[src/rtl/serial_word_feeder.sv]
// serial_word_feeder: accepts parallel words over valid/ready and serialises them one bit
// per clock. A one-entry holding buffer lets back-to-back words stream with no idle gap.
// Optional build macro SERIAL_FEEDER_PARITY_EN appends an even-parity bit to every frame.
module serial_word_feeder #(
   parameter int unsigned WIDTH     = 8,
   parameter bit          MSB_FIRST = 1'b1,
   parameter logic        IDLE_BIT  = 1'b1
) (
   input  logic             clock,
   input  logic             reset,
   input  logic [WIDTH-1:0] load_data,
   input  logic             load_valid,
   output logic             load_ready,
   output logic             ser_out,
   output logic             ser_valid,
   output logic             word_start,
   output logic             busy,
   output logic [15:0]      words_sent
);

`ifdef SERIAL_FEEDER_PARITY_EN
   localparam int unsigned FRAME_LEN = WIDTH + 1;
`else
   localparam int unsigned FRAME_LEN = WIDTH;
`endif
   localparam int unsigned      CNT_W    = $clog2(FRAME_LEN + 1);
   localparam logic [CNT_W-1:0] LAST_CNT = CNT_W'(FRAME_LEN);
`ifdef SERIAL_FEEDER_PARITY_EN
   localparam logic [CNT_W-1:0] DATA_CNT = CNT_W'(WIDTH);
`endif

   typedef enum logic [0:0] {StIdle, StShift} state_e;

   state_e             state_q, state_d;
   logic [WIDTH-1:0]   shift_q, shift_d;
   logic [WIDTH-1:0]   hold_q, hold_d;
   logic               hold_full_q, hold_full_d;
   logic [CNT_W-1:0]   cnt_q, cnt_d;
   logic               ser_out_q, ser_out_d;
   logic               ser_valid_q, ser_valid_d;
   logic               word_start_q, word_start_d;
   logic               load_ready_q, load_ready_d;
   logic               busy_q, busy_d;
   logic [15:0]        words_sent_q, words_sent_d;
`ifdef SERIAL_FEEDER_PARITY_EN
   logic               parity_q, parity_d;
`endif

   logic               accept;
   logic               frame_end;
   logic               load_word;
   logic [WIDTH-1:0]   load_src;

   // Handshake and frame-boundary decode
   always_comb begin
      accept    = load_valid & load_ready_q;
      frame_end = (state_q == StShift) && (cnt_q == LAST_CNT);
   end

   // Next-state logic: frame sequencing, holding buffer and output bit selection
   always_comb begin
      state_d      = state_q;
      shift_d      = shift_q;
      hold_d       = hold_q;
      hold_full_d  = hold_full_q;
      cnt_d        = cnt_q;
      ser_out_d    = ser_out_q;
      ser_valid_d  = ser_valid_q;
      word_start_d = 1'b0;
      words_sent_d = words_sent_q;
`ifdef SERIAL_FEEDER_PARITY_EN
      parity_d     = parity_q;
`endif
      load_word    = 1'b0;
      load_src     = load_data;

      case (state_q)
         StIdle: begin
            // Idle: an accepted word bypasses the holding buffer
            if (accept) begin
               load_word = 1'b1;
            end
         end
         StShift: begin
            if (frame_end) begin
               words_sent_d = words_sent_q + 16'd1;
               if (hold_full_q) begin
                  load_word   = 1'b1;
                  load_src    = hold_q;
                  hold_full_d = 1'b0;
               end else if (accept) begin
                  load_word = 1'b1;
               end else begin
                  state_d     = StIdle;
                  ser_valid_d = 1'b0;
                  ser_out_d   = IDLE_BIT;
               end
            end else begin
               // Advance one bit; shift_q keeps the current bit in its outgoing slot
               shift_d = MSB_FIRST ? (shift_q << 1) : (shift_q >> 1);
               cnt_d   = cnt_q + 1'b1;
               ser_out_d = MSB_FIRST ? shift_q[WIDTH-2] : shift_q[1];
`ifdef SERIAL_FEEDER_PARITY_EN
               if (cnt_q == DATA_CNT) begin
                  ser_out_d = parity_q;
               end
`endif
               if (accept) begin
                  hold_d      = load_data;
                  hold_full_d = 1'b1;
               end
            end
         end
         default: begin
            state_d     = StIdle;
            ser_valid_d = 1'b0;
            ser_out_d   = IDLE_BIT;
         end
      endcase

      // Start a new frame: first bit is driven the cycle after the loading edge
      if (load_word) begin
         state_d      = StShift;
         shift_d      = load_src;
         cnt_d        = {{(CNT_W-1){1'b0}}, 1'b1};
         ser_out_d    = MSB_FIRST ? load_src[WIDTH-1] : load_src[0];
         ser_valid_d  = 1'b1;
         word_start_d = 1'b1;
`ifdef SERIAL_FEEDER_PARITY_EN
         parity_d     = ^load_src;
`endif
      end

      load_ready_d = ~hold_full_d;
      busy_d       = (state_d == StShift) | hold_full_d;
   end

   // State and registered outputs; asynchronous reset discards any frame in flight
   always_ff @(posedge clock or negedge reset) begin
      if (!reset) begin
         state_q      <= StIdle;
         shift_q      <= '0;
         hold_q       <= '0;
         hold_full_q  <= 1'b0;
         cnt_q        <= '0;
         ser_out_q    <= IDLE_BIT;
         ser_valid_q  <= 1'b0;
         word_start_q <= 1'b0;
         load_ready_q <= 1'b1;
         busy_q       <= 1'b0;
         words_sent_q <= 16'd0;
`ifdef SERIAL_FEEDER_PARITY_EN
         parity_q     <= 1'b0;
`endif
      end else begin
         state_q      <= state_d;
         shift_q      <= shift_d;
         hold_q       <= hold_d;
         hold_full_q  <= hold_full_d;
         cnt_q        <= cnt_d;
         ser_out_q    <= ser_out_d;
         ser_valid_q  <= ser_valid_d;
         word_start_q <= word_start_d;
         load_ready_q <= load_ready_d;
         busy_q       <= busy_d;
         words_sent_q <= words_sent_d;
`ifdef SERIAL_FEEDER_PARITY_EN
         parity_q     <= parity_d;
`endif
      end
   end

   assign load_ready = load_ready_q;
   assign ser_out    = ser_out_q;
   assign ser_valid  = ser_valid_q;
   assign word_start = word_start_q;
   assign busy       = busy_q;
   assign words_sent = words_sent_q;

endmodule

[config.mk]
export PLATFORM = sky130hd
export DESIGN_NAME = serial_word_feeder
export DESIGN_NICKNAME = d
export VERILOG_FILES = /design/src/rtl/serial_word_feeder.sv
export SDC_FILE = /design/constraint.sdc
export NUM_CORES = 1
export LEC_CHECK = 0
export CORE_UTILIZATION = 47
export CTS_CLUSTER_DIAMETER = 60
export CTS_CLUSTER_SIZE = 8
export DETAILED_ROUTE_END_ITERATION = 8
export HOLD_SLACK_MARGIN = 0.06
export PLACE_DENSITY = 0.73
export SYNTH_ARGS = -nofsm -noshare
export SYNTH_HDL_FRONTEND = slang
export SYNTH_SLANG_ARGS = --single-unit
[constraint.sdc]
create_clock -name clock -period 1.7 [get_ports clock]
set_input_delay 0.34 -clock clock [delete_from_list [all_inputs] [get_ports clock]]
set_output_delay 0.34 -clock clock [all_outputs]
set_load 0.05 [all_outputs]
# Word-level counts from Yosys, hierarchy flattened
# Index checks and enable logic that the tools add are counted.
# W data, S select, Z words.
dict set report totals {
  ff_bits 42
  in_bits 11
  out_inout_bits 21
  wordCells 62
}
dict set report classes {
  addsub 2
  n_eq_ne 6
  n_mux 30
  bitwise_logic 5
  reduce_logical 8
}
# operator n
set op_table {}
lappend op_table {{$mux W8} 3}
lappend op_table {{$mux W7} 3}
lappend op_table {{$mux W1} 20}
lappend op_table {{$add A16 B1 Y16 const B} 1}
lappend op_table {{$mux W4} 3}
lappend op_table {{$ne A2 B1 Y1 const B} 3}
lappend op_table {{$ne A3 B2 Y1 const B} 2}
lappend op_table {{$reduce_and A3 Y1} 2}
lappend op_table {{$add A4 B1 Y4 const B} 1}
lappend op_table {{$eq A4 B4 Y1 const B} 1}
lappend op_table {{$reduce_and A2 Y1} 2}
lappend op_table {{$reduce_and A4 Y1} 1}
lappend op_table {{$reduce_bool A2 Y1} 2}
lappend op_table {{$not A1 Y1} 3}
lappend op_table {{$pmux W1 S2} 1}
lappend op_table {{$and A1 B1 Y1} 1}
lappend op_table {{$logic_and A1 B1 Y1} 1}
lappend op_table {{$or A1 B1 Y1} 1}

# Depth between registers and ports, before layout
# Gate-level depths: netlist (run 1).
dict set report depth {
  depth_word 7
  ltp_mapped 7
  ltp_nobuf 6
}

# Worst setup path after synthesis (run 1)
# Ideal clock, no wire load.
dict set report synth_path {
  kind {register to register}
  startpoint {register words_sent_q[0] (netlist: words_sent[0])}
  endpoint {register words_sent_q[10] (netlist: words_sent[10])}
  setup_ns 0.142
  t_arrival_ns 1.595
  t_required_ns 1.558
  setup_slack_ns -0.037
  path_stages_with_launch 6
  path_buffers 0
  period_less_slack_ns 1.737
  path_cell_list {dfrtp_1 > ha_1 > nand2_1 > nor4_4 > nand3_1 > xnor2_1}
}
dict set report synth_between {
  elab_chain_cells 1
}
# element line
set synth_lines {}
lappend synth_lines {{start: declaration} 44} ;# logic [15:0] words_sent_q, words_sent_d;
lappend synth_lines {{start signal: assignment} 166} ;# words_sent_q <= words_sent_d;
lappend synth_lines {{$add A16 B1 Y16} 86} ;# words_sent_d = words_sent_q + 16'd1;
# Every way passes these cells.
# A chain may end at the register's enable or synchronous reset.

# Worst setup path after layout (run 1)
dict set report layout_path {
  startpoint {register cnt_q[1]}
  endpoint {register words_sent_q[8] (netlist: words_sent[8])}
}
dict set report layout_between {
  elab_chain_cells 3
}
# element line
set layout_lines {}
lappend layout_lines {{start: declaration} 38} ;# logic [CNT_W-1:0] cnt_q, cnt_d;
lappend layout_lines {{start signal: assignment} 160} ;# cnt_q <= cnt_d;
lappend layout_lines {{$eq A4 B4 Y1} 57} ;# frame_end = (state_q == StShift) && (cnt_q == LAST_CNT);
lappend layout_lines {{$logic_and A1 B1 Y1} 57}
lappend layout_lines {{$reduce_and A2 Y1 (no line)} -}
# Every way passes these cells.

==> results of run 1 <==
[path summary, 6_finish.rpt]
| path | to | startpoint |
|---|---|---|
| min in group asynchronous | words_sent[10] | reset |
| worst min-delay path | shift_q[4] | shift_q[3] |
| worst min register to register | shift_q[4] | shift_q[3] |
| worst max register to register | words_sent[8] | cnt_q[1] |
| max in group asynchronous | ser_out | reset |
| worst max-delay path | words_sent[8] | cnt_q[1] |
[logic make-up after synthesis]
family                   synth area share
multiplexers                       0.0516
AND/OR/NAND/NOR                     0.191
buffers and inverters              0.0226
flip-flops                          0.543
AO/OA/AOI/OAI                       0.105
XOR/XNOR                           0.0677
adder cells (fa/ha/maj)            0.0193
[cell type report]
cell class / count / share of cell area
Sequential cell: 42 / 0.410
Multi-Input combinational cell: 116 / 0.352
Timing Repair Buffer: 48 / 0.173
Clock buffer: 7 / 0.0335
Tap cell: 48 / 0.0233
Inverter: 4 / 0.00583
Clock inverter: 1 / 0.00194
[worst max-delay path, delay by kind of cell (launching register included)]
family	cells	cell delay [ps]
adders and majority gates	1	150
and+or+nand+nor	2	460
buffers and inverters	3	380
DFF	1	410
xor gates and xnor gates	1	150
[report_power, final]
group	internal (mW)	leakage (nW)	switching, mW
clock network	0.328	0.0482	0.335
logic	0.746	0.628	0.896
registers	1.31	0.527	0.227
[cell usage after synthesis (2+ instances only)]
library cell | instances | area share
nand2_2 | 2 | 0.0064
buf_4 | 2 | 0.0077
nand2_1 | 21 | 0.041
dfrtp_1 | 40 | 0.52
ha_1 | 3 | 0.019
a21oi_1 | 4 | 0.010
xor2_1 | 3 | 0.014
a211oi_1 | 7 | 0.027
and2_1 | 2 | 0.0064
nand4_1 | 4 | 0.013
nor2_1 | 2 | 0.0039
and3_1 | 8 | 0.026
nor3_1 | 3 | 0.0077
o21ai_0 | 8 | 0.021
mux2_2 | 8 | 0.046
o21ai_1 | 6 | 0.015
nand3_1 | 4 | 0.010
nor4_4 | 2 | 0.022
dfstp_2 | 2 | 0.027
inv_1 | 4 | 0.0077
buf_2 | 2 | 0.0052
a21o_2 | 2 | 0.0090
xnor2_1 | 12 | 0.054
[flip-flops by register name, summed over array words and instances (netlist names)]
name         count
ser_valid        1
shift_q          7
busy             1
state_q          1
word_start       1
load_ready       1
words_sent      16
hold_full_q      1
hold_q           8
ser_out          1
cnt_q            4
[what timing repair did]
item / CTS / global route
resized for setup: 1 / 13
buffers inserted: 0 / 2
endpoints found under the setup margin: 12 / 26
endpoints found under the hold margin: 19 / 0
pin swaps: 2 / 3
hold buffers: 1 / 0
[per-layer routing]
layer | wire length, um | global-route usage | vias up
met5 | 0 | 0 | -
met2 | 1920 | 0.329 | 34
li1 | - | - | 693
met4 | 87 | 0.0931 | 0
met3 | 161 | 0.0621 | 7
met1 | 1730 | 0.243 | 685
[per-stage QoR]
stage / setup WS [ps] / cells / hold WS (ps) / instance area [um2] / util
floorplan: 0.694 / 167 / 44.4 / 1940 / -
global placement: 10.6 / 255 / 307 / 2390 / 0.630
detailed placement: -58.7 / 255 / 321 / 2390 / 0.630
CTS: 0.476 / 264 / 492 / 2500 / 0.657
global route: -23.3 / 266 / 527 / 2570 / 0.678
finish: 58.3 / 266 / 493 / 2570 / 0.678
==> results.toml, run 1 <==
[pwr]
powerDensity_mw_per_mm2 = 1490
p_leak_nw = 1.20
peakVddDrop_mv = 1.26
total_power_mw = 3.85

[floorplanning]
core_mm2 = 0.00380
die_area_mm2 = 0.00439
die_w_um = 66.3
die_y_um = 66.3
io-pin-count = 32
row_count = 22
start_util = 0.511

[clocking]
cts_tree = "done"
path_clk_slew_ps = 80
clock-sinks = 42
cts_buffers = 5
clk-insertion-delay-late_ps = 300
cts_max_path_buffers = 2
root_buffer = "clkbuf_8"
htree_num_levels = 2

[final_layout]
final_cell_mix = "dfrtp_1, buf_4, nand2_1"
drive_above_1_share = 0.372
nFillCells = 279
final_common_cell = "dfrtp_1"
multiInputGateArea_um2 = 907
area_delta_synth_final_pct = 32.7
diodes = 0
nets = 231
final-seq-area_mm2 = 0.00106

[grt]
antenna_found_initial = 0
grtUsageTotal = 0.202
grt-ovfl-total = 0
grt_pass1_wl_um = 6410
grt_pass1_vias = 1416
grt_max_degree = 24

[timing]
maxSlewViolCount = 0
fin_skew_ps = 3.64
min_period_ps = 1640
relSlewSlack = 0.696
finalSetupTns_ps = 0
worst_slew_pin_slew_ps = 456
post-route-period-util = 0.966
finalSetupViolations = 0
fmax_mhz = 609
hold_violations = 0

[yosys]
yosysSeqAreaShare = 0.543
synth_cell_types = 39
syn_inst = 167
yosys_warnings = 0
syn_area_mm2 = 0.00194
ys_ff_latch = 42
avgSynthCellArea_um2 = 11.6
async_flop_share = 1.00
synth_fp_nets = 181
synth_edf_count = 0
synth_ff_type = "dfrtp_1"

[critical_path]
crit_chain = "inv_2 > ha_4 > buf_4 > nand4b_4 > nor4_4 > buf_4 > xor2_1"
r2r_slack_ps = 60
end_kind = "register"
cp-start-kind = "register"
r2r_cells = 7
critPathMaxFanout = 4
cp_slowest_cell = "dfrtp_1"
timing_worst_setup_path_type = "reg2reg"
slowest_delay_ps = 410
crit_top_cell = "buf_4"
required_ps = 1920
cp.arrival_ps = 1860

[job]
drv_cap = 0

[route]
vias_per_cell = 5.33
drc_errors = 0
wire_per_inst_um = 14.6
wirelength_um = 3900
vias = 1419
drt-pass1-iter-count = 4
detail-route-antenna-nets = 0
drtIter0Drc = 61

[status]
status = "completed"

[placed_design]
finalWeightedCongestion = 0.806
dp_hpwl_um = 2880
port_buffers = 31

[min_path]
hold_depth = 2
hp-class = "reg2reg"
Note: power is estimated with default switching activity, not from simulation.
==> run 2, diff against run 1 <==
- CORE_UTILIZATION: 47 -> 25
- PLACE_DENSITY: 0.73 -> 0.43
==> results.toml, run 2 (synthesis results as in run 1) <==
[status]
status = "completed"

[pwr]
peakVddDrop_mv = 0.488
powerDensity_mw_per_mm2 = 1490
p_leak_nw = 1.21
total_power_mw = 4.01

[timing]
fin_skew_ps = 7.77
min_period_ps = 1610
post-route-period-util = 0.948
hold-worst-slack_ps = 479
rsz0062_at_grt = "yes"
worst_slew_pin_slew_ps = 464
maxSlewViolCount = 0
fmax_mhz = 621
finalSetupViolations = 0
relSlewSlack = 0.691
hold_violations = 0

[placed_design]
dp_hpwl_um = 3190
port_buffers = 31
finalWeightedCongestion = 0.722
placed_area_mm2 = 0.00252

[grt]
grt_pass1_wl_um = 7390
antenna_found_initial = 0
grtUsageTotal = 0.114
grt_pass1_vias = 1505
grt_max_degree = 21
grt-ovfl-total = 0

[clocking]
cts_tree = "done"
cts_buffers = 5
cts_max_path_buffers = 2
root_buffer = "clkbuf_8"
clock-sinks = 42
postCtsSetupBuffers = 0
clk-insertion-delay-late_ps = 300
path_clk_slew_ps = 90
htree_num_levels = 2

[critical_path]
cp_top_family = "simple AND/OR/NAND/NOR gates"
r2r_slack_ps = 90
cp-start-kind = "register"
crit_chain = "inv_2 > ha_4 > and4b_2 > buf_4 > and3_1 > a211oi_2 > o21ai_1"
required_ps = 1890
cp_num_buf_inv = 2
slowest_delay_ps = 370
cp_slowest_cell = "dfrtp_1"
timing_worst_setup_path_type = "reg2reg"
cp.arrival_ps = 1800
critPathMaxFanout = 4
r2r_end = "shift_q[4]"
r2r_cells = 7
end_kind = "register"
timing.rr.start = "cnt_q[1]"

[route]
detail-route-antenna-nets = 0
wire_per_inst_um = 13.2
drtIter0Drc = 70
drt-pass1-iter-count = 4
vias = 1444
vias_per_cell = 4.48
wirelength_um = 4250
drc_errors = 0

[final_layout]
nFillCells = 765
nets = 236
final_area_mm2 = 0.00270
final-seq-area_mm2 = 0.00106
final_common_cell = "dfrtp_1"
drive_above_1_share = 0.395
final_cell_mix = "dfrtp_1, buf_4, nand2_1"
largest_reg_flops = 16
multiInputGateArea_um2 = 891
diodes = 0
area_delta_synth_final_pct = 38.9

[floorplanning]
die_area_mm2 = 0.00812
row_count = 31
core_mm2 = 0.00737
die_y_um = 90.1
io-pin-count = 32
start_util = 0.263
die_w_um = 90.1

[job]
drv_cap = 0

[min_path]
hp-class = "in2async"
[run 2: cell count changes in the layout (fill, tap and decap cells not counted), sizes merged]
cell      previous run  this run
clkinv               1         0
clkbuf               7         5
buf                 38        43
clkinvlp             0         2
bufinv               0         1
[run 2: timing repair]
item / 4_1_cts / 5_1_grt
endpoints found under the hold margin: 9 / 0
endpoints found under the setup margin: 2 / 26
hold buffers: 1 / 0
pin swaps: 1 / 2
resized for setup: 1 / 12
[run 2: worst max path at each step]
stage	start	end	slack [ps]	cells past startpoint
after floorplan	words_sent[3]	words_sent[11]	0.7	4
after global placement	load_valid	hold_q[0]	-10	5
after detailed placement	load_valid	cnt_q[2]	-30	5
after CTS	cnt_q[1]	words_sent[11]	5	6
after global routing	cnt_q[1]	shift_q[1]	-20	7
final	cnt_q[1]	shift_q[4]	90	7
[run 2: layout make-up]
class,count,share of cell area
sequential,42,0.392
multi-input combinational,116,0.330
timing repair buffer,53,0.184
tap,99,0.0459
clock buffer,5,0.0255
clock inverter,3,0.0167
inverter,4,0.00557
[run 2: power by group]
group	leakage, nW	internal [mW]	total [mW]	switching (mW)
clock	0.0504	0.437	0.807	0.370
combinational	0.636	0.774	1.68	0.906
sequential	0.526	1.31	1.53	0.214
[run 2: worst reg2reg max path, stage by stage (launching register included)]
cell      delay, ps
dfrtp_1         370
inv_2            60
ha_4            160
and4b_2         270
buf_4           150
and3_1          180
a211oi_2        230
o21ai_1         100
[run 2: routing by layer]
| layer | global-route usage | routed length (um) | vias to the layer above |
|---|---|---|---|
| met5 | 0 | 0 | - |
| met4 | 0.0282 | 41 | 0 |
| met3 | 0.0305 | 171 | 4 |
| met2 | 0.184 | 1990 | 32 |
| met1 | 0.150 | 2040 | 706 |
| li1 | - | - | 702 |
[run 2: per-stage QoR]
step,instances,setup TNS [ps],setup WS (ps),utilization
after CTS,322,0,4.97,0.360
after floorplan,167,0,0.694,-
after detailed placement,313,-196,-29.0,0.342
final,322,0,89.2,0.366
after global routing,322,-43.4,-17.2,0.366
after global placement,313,-93.7,-10.6,0.342
==> run 3, diff against run 2 <==
- PLACE_DENSITY: 0.43 -> 0.42
- SETUP_SLACK_MARGIN: default -> 0.5
- SLEW_MARGIN: default -> 20
- clock period: 1.7 -> 2 ns (I/O delays scaled with it)
==> results.toml, run 3 (synthesis results as in run 1) <==
[route]
detail-route-antenna-nets = 0
vias = 1447
wire_per_inst_um = 13.9
drtIter0Drc = 65
drc_errors = 0
drt-pass1-iter-count = 4
wirelength_um = 4380
vias_per_cell = 4.58

[final_layout]
final_cell_mix = "dfrtp_1, nand2_1, buf_4"
largest_reg_flops = 16
diodes = 0
drive_above_1_share = 0.447
final_common_cell = "dfrtp_1"
nets = 230
area_delta_synth_final_pct = 39.3
multiInputGateArea_um2 = 1000
nFillCells = 731
final_area_mm2 = 0.00270
final-seq-area_mm2 = 0.00107

[clocking]
path_clk_slew_ps = 80
htree_num_levels = 2
cts_tree = "done"
clk-insertion-delay-late_ps = 290
cts_buffers = 5
root_buffer = "clkbuf_8"
clock-sinks = 42
cts_max_path_buffers = 2

[floorplanning]
start_util = 0.263
die_y_um = 90.1
core_mm2 = 0.00737
io-pin-count = 32
row_count = 31
die_area_mm2 = 0.00812
die_w_um = 90.1

[grt]
grt-ovfl-total = 0
grt_max_degree = 26
grtUsageTotal = 0.116
antenna_found_initial = 0
grt_pass1_vias = 1491
grt_pass1_wl_um = 7460

[timing]
hold_violations = 0
rsz0062_at_grt = "yes"
finalSetupViolations = 0
worst_slew_pin_slew_ps = 440
maxSlewViolCount = 0
relSlewSlack = 0.707
min_period_ps = 1500
finalSetupTns_ps = 0
post-route-period-util = 0.749
fmax_mhz = 667
fin_skew_ps = 7.12

[critical_path]
cp_slowest_cell = "dfrtp_1"
slowest_delay_ps = 390
crit_start = "cnt_q[1]"
timing.rr.start = "cnt_q[1]"
r2r_slack_ps = 500
crit_path_end = "ser_out"
critPathMaxFanout = 5
r2r_end = "ser_out"
r2r_cells = 6
cp.arrival_ps = 1710
cp-start-kind = "register"
timing_worst_setup_path_type = "reg2reg"
required_ps = 2210
crit_chain = "inv_2 > ha_4 > nand3b_4 > buf_4 > a211o_1 > a31oi_1"
end_kind = "register"

[status]
status = "completed"

[pwr]
intPower_mw = 2.10
p_leak_nw = 1.20
p_sw_mw = 1.30
p_clk_frac = 0.185
seqPwrFrac = 0.399
powerDensity_mw_per_mm2 = 1260
power_frac_comb = 0.417
peakVddDrop_mv = 0.470
switching_share = 0.382

[job]
drv_cap = 0

[min_path]
hp-class = "reg2reg"

[placed_design]
finalWeightedCongestion = 0.731
dp_hpwl_um = 3100
port_buffers = 31
placed_area_mm2 = 0.00247
## run 3: cell count changes in the layout (fill, tap and decap cells not counted), sizes merged
cell           previous run  this run
nor2                      4         5
buf                      43        29
bufinv                    1         0
clkbuf                    5         8
clkinvlp                  2         0
clkdlybuf4s18             0         2
clkdlybuf4s15             0         5
## run 3: through the flow
stage	instances	utilization	total power, mW	hold slack (ps)	setup WS [ps]
finish	316	0.367	3.41	474	501
global placement	294	0.335	2.59	366	258
CTS	311	0.361	3.36	477	456
global route	316	0.367	3.65	492	437
detailed placement	294	0.335	2.62	375	180
floorplan	167	-	2.29	104	494
## run 3: cell type report
class / instances / area share
flip-flops and latches: 42 / 0.395
repair buffers: 46 / 0.143
multi-input cells: 117 / 0.370
clock buffers: 8 / 0.0407
well taps: 99 / 0.0458
inverters: 4 / 0.00556
## run 3: power by group through the flow
stage          clock network, mW  logic, mW  registers, mW
2_1_floorplan                  0      0.761           1.53
3_3_place_gp                   0       1.22           1.37
3_5_place_dp                   0       1.25           1.38
4_1_cts                    0.661       1.34           1.35
5_1_grt                    0.694       1.56           1.40
6_report                   0.630       1.42           1.36
## run 3: repair_timing
| action | CTS | global route |
|---|---|---|
| gates cloned | 1 | 0 |
| setup buffers | 7 | 5 |
| pin swaps | 10 | 9 |
| hold endpoints to repair | 17 | 0 |
| gates resized for setup | 64 | 25 |
| endpoints found under the setup margin | 48 | 41 |
| hold buffers | 1 | 0 |
## run 3: worst min path at each step
stage | cells past startpoint | startpoint | slack [ps] | end
finish | 1 | words_sent[15] | 470 | words_sent[15]
global route | 1 | words_sent[15] | 490 | words_sent[15]
CTS | 1 | words_sent[15] | 480 | words_sent[15]
detailed placement | 1 | reset | 380 | words_sent[5]
global placement | 1 | reset | 370 | words_sent[5]
floorplan | 0 | reset | 100 | busy
## run 3: per-layer routing
layer	track usage	up-vias	wire length (um)
met1	0.142	711	2000
met3	0.0279	7	162
met5	0	-	0
li1	-	697	-
met2	0.197	32	2150
met4	0.0403	0	60
## run 3: worst max-delay path: cells and delay by family (launching register included)
| family | cells | cell delay [ps] |
|---|---|---|
| AO/OA/AOI/OAI | 2 | 440 |
| adder cells (fa/ha/maj) | 1 | 170 |
| buffers and inverters | 2 | 270 |
| flip-flops | 1 | 390 |
| AND/OR/NAND/NOR | 1 | 160 |
